**src/rtl/riscv_pkg.sv**
```systemverilog
// Shared core definitions: instruction length, major opcodes and the
// table-index width helper used by the predictor, PC and hazard logic.
package riscv_pkg;

  localparam int INSTR_LEN = 4;

  localparam logic [6:0] OPC_R      = 7'b0110011;
  localparam logic [6:0] OPC_I      = 7'b0010011;
  localparam logic [6:0] OPC_LOAD   = 7'b0000011;
  localparam logic [6:0] OPC_STORE  = 7'b0100011;
  localparam logic [6:0] OPC_BRANCH = 7'b1100011;

  // Index width for a power-of-two table; never narrower than one bit.
  function automatic int idx_w(input int entries);
    return (entries <= 2) ? 1 : $clog2(entries);
  endfunction

endpackage

```
**src/rtl/sat_counter.sv**
```systemverilog
// Saturating up/down counter with a load port and an externally supplied
// reset value; one instance holds the direction state of one table entry.
module sat_counter #(
  parameter int CNT_W = 2
) (
  input  logic             clk_i,
  input  logic             rst_i,
  input  logic [CNT_W-1:0] rst_val,
  input  logic             inc,
  input  logic             dec,
  input  logic             load,
  input  logic [CNT_W-1:0] load_val,
  output logic [CNT_W-1:0] cnt
);

  // Load wins over counting; counting stops at either end of the range.
  always_ff @(posedge clk_i or negedge rst_i) begin
    if (!rst_i) begin
      cnt <= rst_val;
    end else if (load) begin
      cnt <= load_val;
    end else if (inc && (cnt != {CNT_W{1'b1}})) begin
      cnt <= cnt + 1'b1;
    end else if (dec && (cnt != {CNT_W{1'b0}})) begin
      cnt <= cnt - 1'b1;
    end
  end

endmodule

```
**src/rtl/branch_predictor.sv**
```systemverilog
// Direct-mapped BHT + BTB giving IF a 0-cycle taken/target guess, trained by
// branch resolution in ID. Flop-based so reset and flush finish in one cycle.
module branch_predictor
  import riscv_pkg::*;
#(
  parameter int XLEN      = 32,
  parameter int ENTRIES   = 16,
  parameter int CNT_W     = 2,
  parameter int TAG_W     = 8,
  parameter int INSTR_LEN = riscv_pkg::INSTR_LEN
) (
  input  logic            clk_i,
  input  logic            rst_i,
  input  logic            start_i,
  input  logic [XLEN-1:0] pc_i,
  output logic            pred_taken_o,
  output logic [XLEN-1:0] pred_target_o,
  input  logic            upd_valid_i,
  input  logic [XLEN-1:0] upd_pc_i,
  input  logic            upd_taken_i,
  input  logic [XLEN-1:0] upd_target_i,
  input  logic            upd_mispred_i,
  input  logic            flush_i,
  output logic [31:0]     mispred_cnt_o
);

  localparam int IDX_W = idx_w(ENTRIES);
  localparam logic [CNT_W-1:0] CNT_WEAK_T = CNT_W'(1) << (CNT_W - 1);
  localparam logic [CNT_W-1:0] CNT_WEAK_NT = CNT_WEAK_T - 1'b1;

  logic             valid_q  [ENTRIES];
  logic [TAG_W-1:0] tag_q    [ENTRIES];
  logic [XLEN-1:0]  target_q [ENTRIES];
  logic [CNT_W-1:0] cnt_q    [ENTRIES];

  logic [IDX_W-1:0] lk_idx;
  logic [TAG_W-1:0] lk_tag;
  logic             lk_hit;
  logic [XLEN-1:0]  fall_through;

  logic [IDX_W-1:0] upd_idx;
  logic [TAG_W-1:0] upd_tag;
  logic             upd_hit;
  logic             upd_en;

  logic             unused_bits;

  assign lk_idx  = pc_i[2 +: IDX_W];
  assign lk_tag  = pc_i[2 + IDX_W +: TAG_W];
  assign upd_idx = upd_pc_i[2 +: IDX_W];
  assign upd_tag = upd_pc_i[2 + IDX_W +: TAG_W];

  assign unused_bits = ^{pc_i, upd_pc_i};

  // Lookup reads the registered table only, so a same-cycle update is not bypassed.
  assign lk_hit        = start_i & valid_q[lk_idx] & (tag_q[lk_idx] == lk_tag);
  assign fall_through  = pc_i + XLEN'(INSTR_LEN);
  assign pred_taken_o  = lk_hit & cnt_q[lk_idx][CNT_W-1];
  assign pred_target_o = pred_taken_o ? target_q[lk_idx] : fall_through;

  assign upd_hit = valid_q[upd_idx] & (tag_q[upd_idx] == upd_tag);
  assign upd_en  = start_i & upd_valid_i & ~flush_i;

  // Flush clears only the valid bits; a taken miss overwrites the whole entry.
  always_ff @(posedge clk_i or negedge rst_i) begin
    if (!rst_i) begin
      for (int e = 0; e < ENTRIES; e++) begin
        valid_q[e]  <= 1'b0;
        tag_q[e]    <= '0;
        target_q[e] <= '0;
      end
    end else if (start_i) begin
      if (flush_i) begin
        for (int e = 0; e < ENTRIES; e++) begin
          valid_q[e] <= 1'b0;
        end
      end else if (upd_valid_i && upd_taken_i) begin
        target_q[upd_idx] <= upd_target_i;
        if (!upd_hit) begin
          valid_q[upd_idx] <= 1'b1;
          tag_q[upd_idx]   <= upd_tag;
        end
      end
    end
  end

  for (genvar e = 0; e < ENTRIES; e++) begin : g_cnt
    logic sel;
    assign sel = upd_en & (upd_idx == IDX_W'(e));

    sat_counter #(.CNT_W(CNT_W)) u_cnt (
      .clk_i    (clk_i),
      .rst_i    (rst_i),
      .rst_val  (CNT_WEAK_NT),
      .inc      (sel & upd_hit & upd_taken_i),
      .dec      (sel & upd_hit & ~upd_taken_i),
      .load     (sel & ~upd_hit & upd_taken_i),
      .load_val (CNT_WEAK_T),
      .cnt      (cnt_q[e])
    );
  end

  // Misprediction statistics survive a table flush.
  always_ff @(posedge clk_i or negedge rst_i) begin
    if (!rst_i) begin
      mispred_cnt_o <= '0;
    end else if (start_i && upd_valid_i && upd_mispred_i && (mispred_cnt_o != 32'hFFFF_FFFF)) begin
      mispred_cnt_o <= mispred_cnt_o + 32'd1;
    end
  end

endmodule

```
**config.mk**
```make
export PLATFORM = sky130hd
export DESIGN_NAME = branch_predictor
export DESIGN_NICKNAME = d
export VERILOG_FILES = /design/src/rtl/riscv_pkg.sv /design/src/rtl/sat_counter.sv /design/src/rtl/branch_predictor.sv
export SDC_FILE = /design/constraint.sdc
export NUM_CORES = 1
export LEC_CHECK = 0
export CAP_MARGIN = 10
export CORE_ASPECT_RATIO = 0.9
export CORE_MARGIN = 8
export CORE_UTILIZATION = 31
export CTS_CLUSTER_SIZE = 25
export DETAILED_ROUTE_END_ITERATION = 6
export HOLD_SLACK_MARGIN = 0.12
export PLACE_DENSITY_LB_ADDON = 0.25
export SETUP_SLACK_MARGIN = 0.4
export SLEW_MARGIN = 20
export SYNTH_ARGS = -nofsm -noshare
export SYNTH_HDL_FRONTEND = slang
export SYNTH_SLANG_ARGS = --single-unit
export TNS_END_PERCENT = 20
```
**constraint.sdc**
```tcl
create_clock -name clk_i -period 8.3 [get_ports clk_i]
set_input_delay 0.83 -clock clk_i [delete_from_list [all_inputs] [get_ports clk_i]]
set_output_delay 0.83 -clock clk_i [all_outputs]
set_load 0.005 [all_outputs]
```
==> summary.md, run 1 <==
| Metric | Value |
|---|---|
| Status | `finished clean` |
| XOR/XNOR share of the synthesized area | `0.0187` |
| Slowest cell on the critical path | `buf_4` |
| Die height | `339 microns` |
| Final setup fails | `0` |
| Final worst path period share | `0.731` |
| Routed len/inst | `24.9 microns` |
| Placer Congestion | `approximately 0.78` |
| Largest net degree at the start of global routing | `160` |
| Core Region | `around 120000 sq um` |
| Drt via density | `5.32` |
| Io pins | `168` |
| Met2 WL post-DR | `48400 microns` |
| CP Launch Point | `pc_i[2]` |
| CTS hold repair buffers | `0` |
| Complex-gate fraction of the synthesized area | `0.0409` |
| Post-CTS setup buffers | `0` |
| TritonCTS Sinks | `720` |
| Final Hold Vio Count | `0` |
| Most frequent cells in the layout | `704 x dfrtp_1, 577 x nand2_1, 484 x mux2_2` |
| First-pass GRT wire length | `~170000 microns` |
| Flops & latches, synth | `720` |
| CTS Buffer Depth | `3` |
| Slew @ Worst Pin | `1140 ps` |
| Crit. path cell count | `11` |
| DR iter-0 viols | `around 1800` |
| Worst skew pair latency | `roughly 650 ps` |
| Critical Path, Cell by Cell | `buf_8 -> buf_4 -> mux4_2 -> mux2i_1 -> mux2i_1 -> xnor2_1 -> nand4_1 -> a2111oi_4 -> buf_4 -> mux2_2 -> clkdlybuf4s50_1` |
| Final HPWL from detailed placement | `between 60000 and 70000 microns` |
| Wl on met1 | `53500 microns` |
| Register area share after synthesis | `0.502` |
| Max FO, Critical Path | `73` |
| Drt drc | `0` |
| Mapped Nets | `between 2000 and 3000` |
| Critical R2R Launch | `tag_q[7]` |
| CTS buffer count | `80` |
| Number of global-route vias before repair | `23987` |
| Hold Crit Class | `in -> async` |
| Synth unique cells | `76` |
| Post_cts resized | `0` |
| Syn Area/Cell | `12.7 sq um` |
| Die area | `127000 sq um` |
| Max Cap Violations | `0` |
| RSZ-0062 raised after global routing | `false` |
| Leakage power | `19.0 nW` |
| Top Metal Used | `met5` |
| Nets | `2976` |
| Simple-gate share of the synthesized area | `0.102` |
| Clock Pin Slew Worst Setup and Hold Paths | `60 ps` |
| Startpoint Class | `primary input` |
| R2r setup slk | `4370 ps` |
| Async SR Flop Fraction | `1.00` |
| Commonest non-fill, non-tap cell in the layout | `dfrtp_1` |
| Number of cell rows | `118` |
| Number of buffers and inverters on the critical path | `4` |
| Clock root buffer | `clkbuf_16` |
| Worst r2r dst | `tag_q[33]` |
| Max Fclk | `165 MHz` |
| Routed Antenna Nets | `0` |
| Layout area overhead | `15.7%` |
| Mapped Cells | `2817` |
| Reg2Reg Depth | `9` |
| Cell Pwr Density | `208 nW/um^2` |
| Mux contribution to synthesized area | `0.307` |
| GRT Residual Overflow | `0` |
| Met3 routed wirelength | `between 6000 and 7000 microns` |
| Largest family of logic cells by synthesized area | `multiplexers` |
| WL final | `110000 microns` |
| WHS | `165 ps` |
| Worst setup endpoint | `pred_target_o[20]` |
| Tot Pwr | `0.00864 W` |
| Crit Path Class | `in -> out` |
| CP required | `7470 ps` |
| Number of synthesized flops with an enable pin | `0` |
| Initial antenna violation count | `10` |
| Post-Syn Area | `approximately 36000 sq um` |
| Total track usage | `0.171` |
| Setup TNS Final | `0 ps` |
| Max-slew violation count | `0` |
| Layout cells sized above 1 | `0.341` |
| Primary FF master, synth | `dfrtp_1` |
| Fin crit period | `6070 ps` |
| Clk_skew | `roughly 21 ps` |
| IO Port Bufs | `147` |
| Top delay family on crit path | `buffers and inverters` |
| DR pass1 iterations | `5` |
| Adder-cell share of the synthesized area | `0.000697` |
| Chip width | `375 microns` |
| Worst ir drop on vdd | `145 uV` |
| TritonCTS clock tree | `built` |
| Synth warnings | `0` |
| CP max stage delay | `630 ps` |
| Effective utilization at floorplan | `0.312` |
| Crit. End Element | `output port` |
| Routed vias | `23618` |
| H-tree levels | `3` |
| Relative slew slack | `0.239` |
| Worst EP arrival | `between 5000 and 6000 ps` |
==> synth_stat cells (all sizes together), types with 28 or more instances <==
cell type  number  area, sq um
buf            66          398
mux2          492         5540
mux2i          43          430
nand4          43          269
mux4          224         5050
nor2           66          250
xnor2          56          513
nand3          37          185
nor3           28          140
dfrtp         704        17600
clkbuf        156          587
nand2         585         2200
o21ai          52          305
==> kinds of logic (layout without fill, tap and decap cells) <==
group	count (synthesis)	after routing
flops	720	720
fa+ha+maj	2	2
compound gates	187	187
simple gates	840	840
other cells	0	5
buf+inv	235	350
mux	759	759
xor+xnor	74	74
==> state kept, by name, summed over array words and instances (netlist names) <==
name / flops
target_q: 512
valid_q: 16
g_cnt.u_cnt.cnt: 32
tag_q: 128
mispred_cnt_o: 32
==> power by group <==
group | switching [W] | total [W] | leakage [nW] | internal, W
clock network | 0.00157 | 0.00372 | 1.36 | 0.00215
registers | 0.000160 | 0.00394 | 9.74 | 0.00378
logic | 0.000486 | 0.000983 | 7.93 | 0.000497
==> per-layer routing <==
layer	global-route usage	vias to the layer above
met5	0	-
met1	0.258	12496
met4	0.0410	6
li1	-	10321
met3	0.0317	156
met2	0.252	639
==> area by class of cell <==
class                           count  area [sq um]
Antenna cell                        5          12.5
Clock buffer                      109          2340
Clock inverter                     34           413
Fill cell                       11137         73500
Inverter                           13          51.3
Multi-Input combinational cell   1862         17000
Sequential cell                   720         18000
Tap cell                         1500          1880
Timing Repair Buffer              194          1860
==> worst min path at each step <==
stage / slack (ps) / depth (start not counted) / end
floorplan: 440 / 2 / target_q[290]
global placement: 450 / 2 / target_q[131]
detailed placement: 460 / 2 / target_q[31]
CTS: 200 / 1 / tag_q[26]
global route: 200 / 1 / tag_q[26]
finish: 160 / 1 / tag_q[26]
==> metrics by stage <==
| step | std cells | utilization | area [sq um] | worst slack (ps) |
|---|---|---|---|---|
| after floorplan | 2817 | - | 35900 | 3920 |
| after global placement | 4289 | 0.337 | 38800 | 2130 |
| after detailed placement | 4289 | 0.337 | 38800 | 2120 |
| after CTS | 4432 | 0.361 | 41500 | 2120 |
| after global routing | 4434 | 0.361 | 41500 | 1900 |
| final | 4437 | 0.361 | 41500 | 2230 |
Note: power is estimated with default switching activity, not from simulation.
==> inputs of run 2 (changes only) <==
==> constraint.sdc (replaced) <==
create_clock -name clk_i -period 4.96 [get_ports clk_i]
set_input_delay 0.496 -clock clk_i [delete_from_list [all_inputs] [get_ports clk_i]]
set_output_delay 0.496 -clock clk_i [all_outputs]
set_load 0.005 [all_outputs]
==> run 2 against run 1 <==
Compared with the run above: combinational power increased by 71%; first-iteration DRC count increased by 17%; via count is 1.4% higher; utilization is 0.56 points higher; largest cell class unchanged; largest power group unchanged.
==> summary.md, run 2 (synthesis gave the netlist of run 1 again) <==
| Metric | Value |
|---|---|
| Crit. End Element | `output port` |
| Status | `finished clean` |
| CP Launch Point | `tag_q[37]` |
| Worst ir drop on vdd | `236 uV (+63%)` |
| Largest register FFs | `512 (unchanged)` |
| GRT Residual Overflow | `0 (unchanged)` |
| Cell Pwr Density | `347 nW/um^2 (+67%)` |
| Clock root buffer | `clkbuf_16` |
| Largest net degree at the start of global routing | `130 (-19%)` |
| CTS buffer count | `81 (+1.3%)` |
| Max-slew violation count | `0 (unchanged)` |
| Die height | `339 microns (unchanged)` |
| Core Region | `115000 sq um (unchanged)` |
| DR iter-0 viols | `2118 (+17%)` |
| Total track usage | `0.173 (+0.00237)` |
| Die area | `127000 sq um (unchanged)` |
| Initial antenna violation count | `16 (+6)` |
| Max Cap Violations | `0 (unchanged)` |
| Reg2Reg Depth | `8 (-1)` |
| Crit Path Class | `reg -> out` |
| Clk_skew | `16.9 ps (-4.33 ps)` |
| Drt drc | `0 (unchanged)` |
| First-pass GRT wire length | `168000 microns (+1.3%)` |
| Drt via density | `5.34 (+0.26%)` |
| Leakage power | `19.4 nW (+1.8%)` |
| Most frequent cells in the layout | `701 x dfrtp_1, 577 x nand2_1, 483 x mux2_2` |
| Hold Crit Class | `in -> async` |
| Relative slew slack | `0.336 (+0.0971)` |
| Top Registers | `target_q x512, tag_q x128` |
| Setup TNS Final | `0 ps (unchanged)` |
| Fin crit period | `4530 ps` |
| IO Port Bufs | `147 (unchanged)` |
| WL final | `112000 microns (+1.3%)` |
| Number of global-route vias before repair | `24215 (+0.95%)` |
| Final worst path period share | `0.914` |
| RSZ-0062 raised after global routing | `true` |
| H-tree levels | `3 (unchanged)` |
| Worst r2r dst | `g_cnt[0].u_cnt.cnt[1]` |
| Final instance area | `42200 sq um (+1.6%)` |
| Placement Cell Area | `39200 sq um (+1.1%)` |
| Clock Pin Slew Worst Setup and Hold Paths | `60 ps (about the same)` |
| Nets | `3025 (+1.6%)` |
| Worst EP arrival | `4040 ps (-1200 ps)` |
| Fin cells | `4486 (+1.1%)` |
| Routed Antenna Nets | `0 (unchanged)` |
| Critical R2R Launch | `tag_q[43]` |
| Final setup fails | `0 (unchanged)` |
| Final Hold Vio Count | `0 (unchanged)` |
| Final HPWL from detailed placement | `65700 microns (+6.1%)` |
| Number of cell rows | `118 (unchanged)` |
| Worst skew pair latency | `640 ps (about the same)` |
| Chip width | `375 microns (unchanged)` |
| Placed cell count | `4328 (+0.91%)` |
| Slew @ Worst Pin | `993 ps (-149 ps)` |
| Worst setup endpoint | `pred_target_o[11]` |
| Layout cells sized above 1 | `0.352 (+0.0103)` |
| Max Fclk | `roughly 220 MHz` |
| Placer Congestion | `0.793 (+1.9%)` |
| Layout area overhead | `17.5%` |
| Routed vias | `23942 (+1.4%)` |
| Fill cells | `11022 (-1.0%)` |
| Startpoint Class | `register` |
| CTS Buffer Depth | `3 (unchanged)` |
| Routed len/inst | `25.0 microns (+0.20%)` |
| Io pins | `168 (unchanged)` |
| CP required | `4460 ps (-3010 ps)` |
| Largest Register | `target_q` |
| R2r setup slk | `1750 ps (-2620 ps)` |
| Effective utilization at floorplan | `0.312 (unchanged)` |
| Tot Pwr | `0.0147 W (+70%)` |
| DR pass1 iterations | `5 (unchanged)` |
| Commonest non-fill, non-tap cell in the layout | `dfrtp_1` |
| TritonCTS clock tree | `built` |
| Max FO, Critical Path | `16 (-78%)` |
| TritonCTS Sinks | `720 (unchanged)` |
## run 2: what timing repair did
action	in CTS	in global routing
gates resized for setup	8	12
buffers inserted	1	4
gates cloned	1	2
setup endpoints to repair	32	29
hold buffers	1	0
pin swaps	1	4
hold endpoints to repair	56	0
## run 2: metal layers
layer / vias to the layer above / routed length [microns] / GRT usage
met4: 8 / 2490 / 0.0412
li1: 10402 / - / -
met5: - / 54 / 0
met1: 12699 / 52400 / 0.256
met2: 669 / 50400 / 0.263
met3: 164 / 6590 / 0.0328
## run 2: critical path, cell delays in order (launching register included)
cell	delay, ps
dfrtp_1	410
mux4_2	520
mux2i_4	200
mux2i_1	120
xnor2_1	250
o311ai_2	220
a2111oi_4	320
buf_6	260
buf_16	220
mux2_2	350
clkdlybuf4s50_1	500
## run 2: through the flow
| step | setup WS, ps | hold slack (ps) | utilization |
|---|---|---|---|
| 2_1_floorplan | 1250 | 200 | - |
| 3_3_place_gp | 240 | 454 | 0.341 |
| 3_5_place_dp | 253 | 459 | 0.341 |
| 4_1_cts | 359 | 460 | 0.366 |
| 5_1_grt | 305 | 492 | 0.367 |
| 6_report | 427 | 458 | 0.367 |
## run 2: area by class of cell
| type | instances | area, sq um | share of cell area |
|---|---|---|---|
| Tap cell | 1500 | 1880 | 0.0445 |
| Sequential cell | 720 | 18000 | 0.428 |
| Inverter | 13 | 51.3 | 0.00122 |
| Timing Repair Buffer | 242 | 2440 | 0.0578 |
| Antenna cell | 3 | 7.51 | 0.000178 |
| Multi-Input combinational cell | 1862 | 17000 | 0.403 |
| Clock inverter | 35 | 483 | 0.0114 |
| Clock buffer | 111 | 2300 | 0.0545 |
## run 2: worst min path at each step
stage / startpoint / cells after the start / endpoint
after floorplan: rst_i / 0 / g_cnt[0].u_cnt.cnt[1]
after global placement: target_q[142] / 2 / target_q[142]
final: rst_i / 2 / tag_q[59]
after global routing: rst_i / 2 / tag_q[59]
after detailed placement: target_q[506] / 2 / target_q[506]
after CTS: upd_taken_i / 3 / g_cnt[12].u_cnt.cnt[1]
## run 2: power by group
part	total (W)	leakage, nW	switching, W	internal, W
logic	0.00168	8.26	0.000824	0.000852
clock network	0.00638	1.38	0.00260	0.00379
registers	0.00660	9.73	0.000271	0.00633
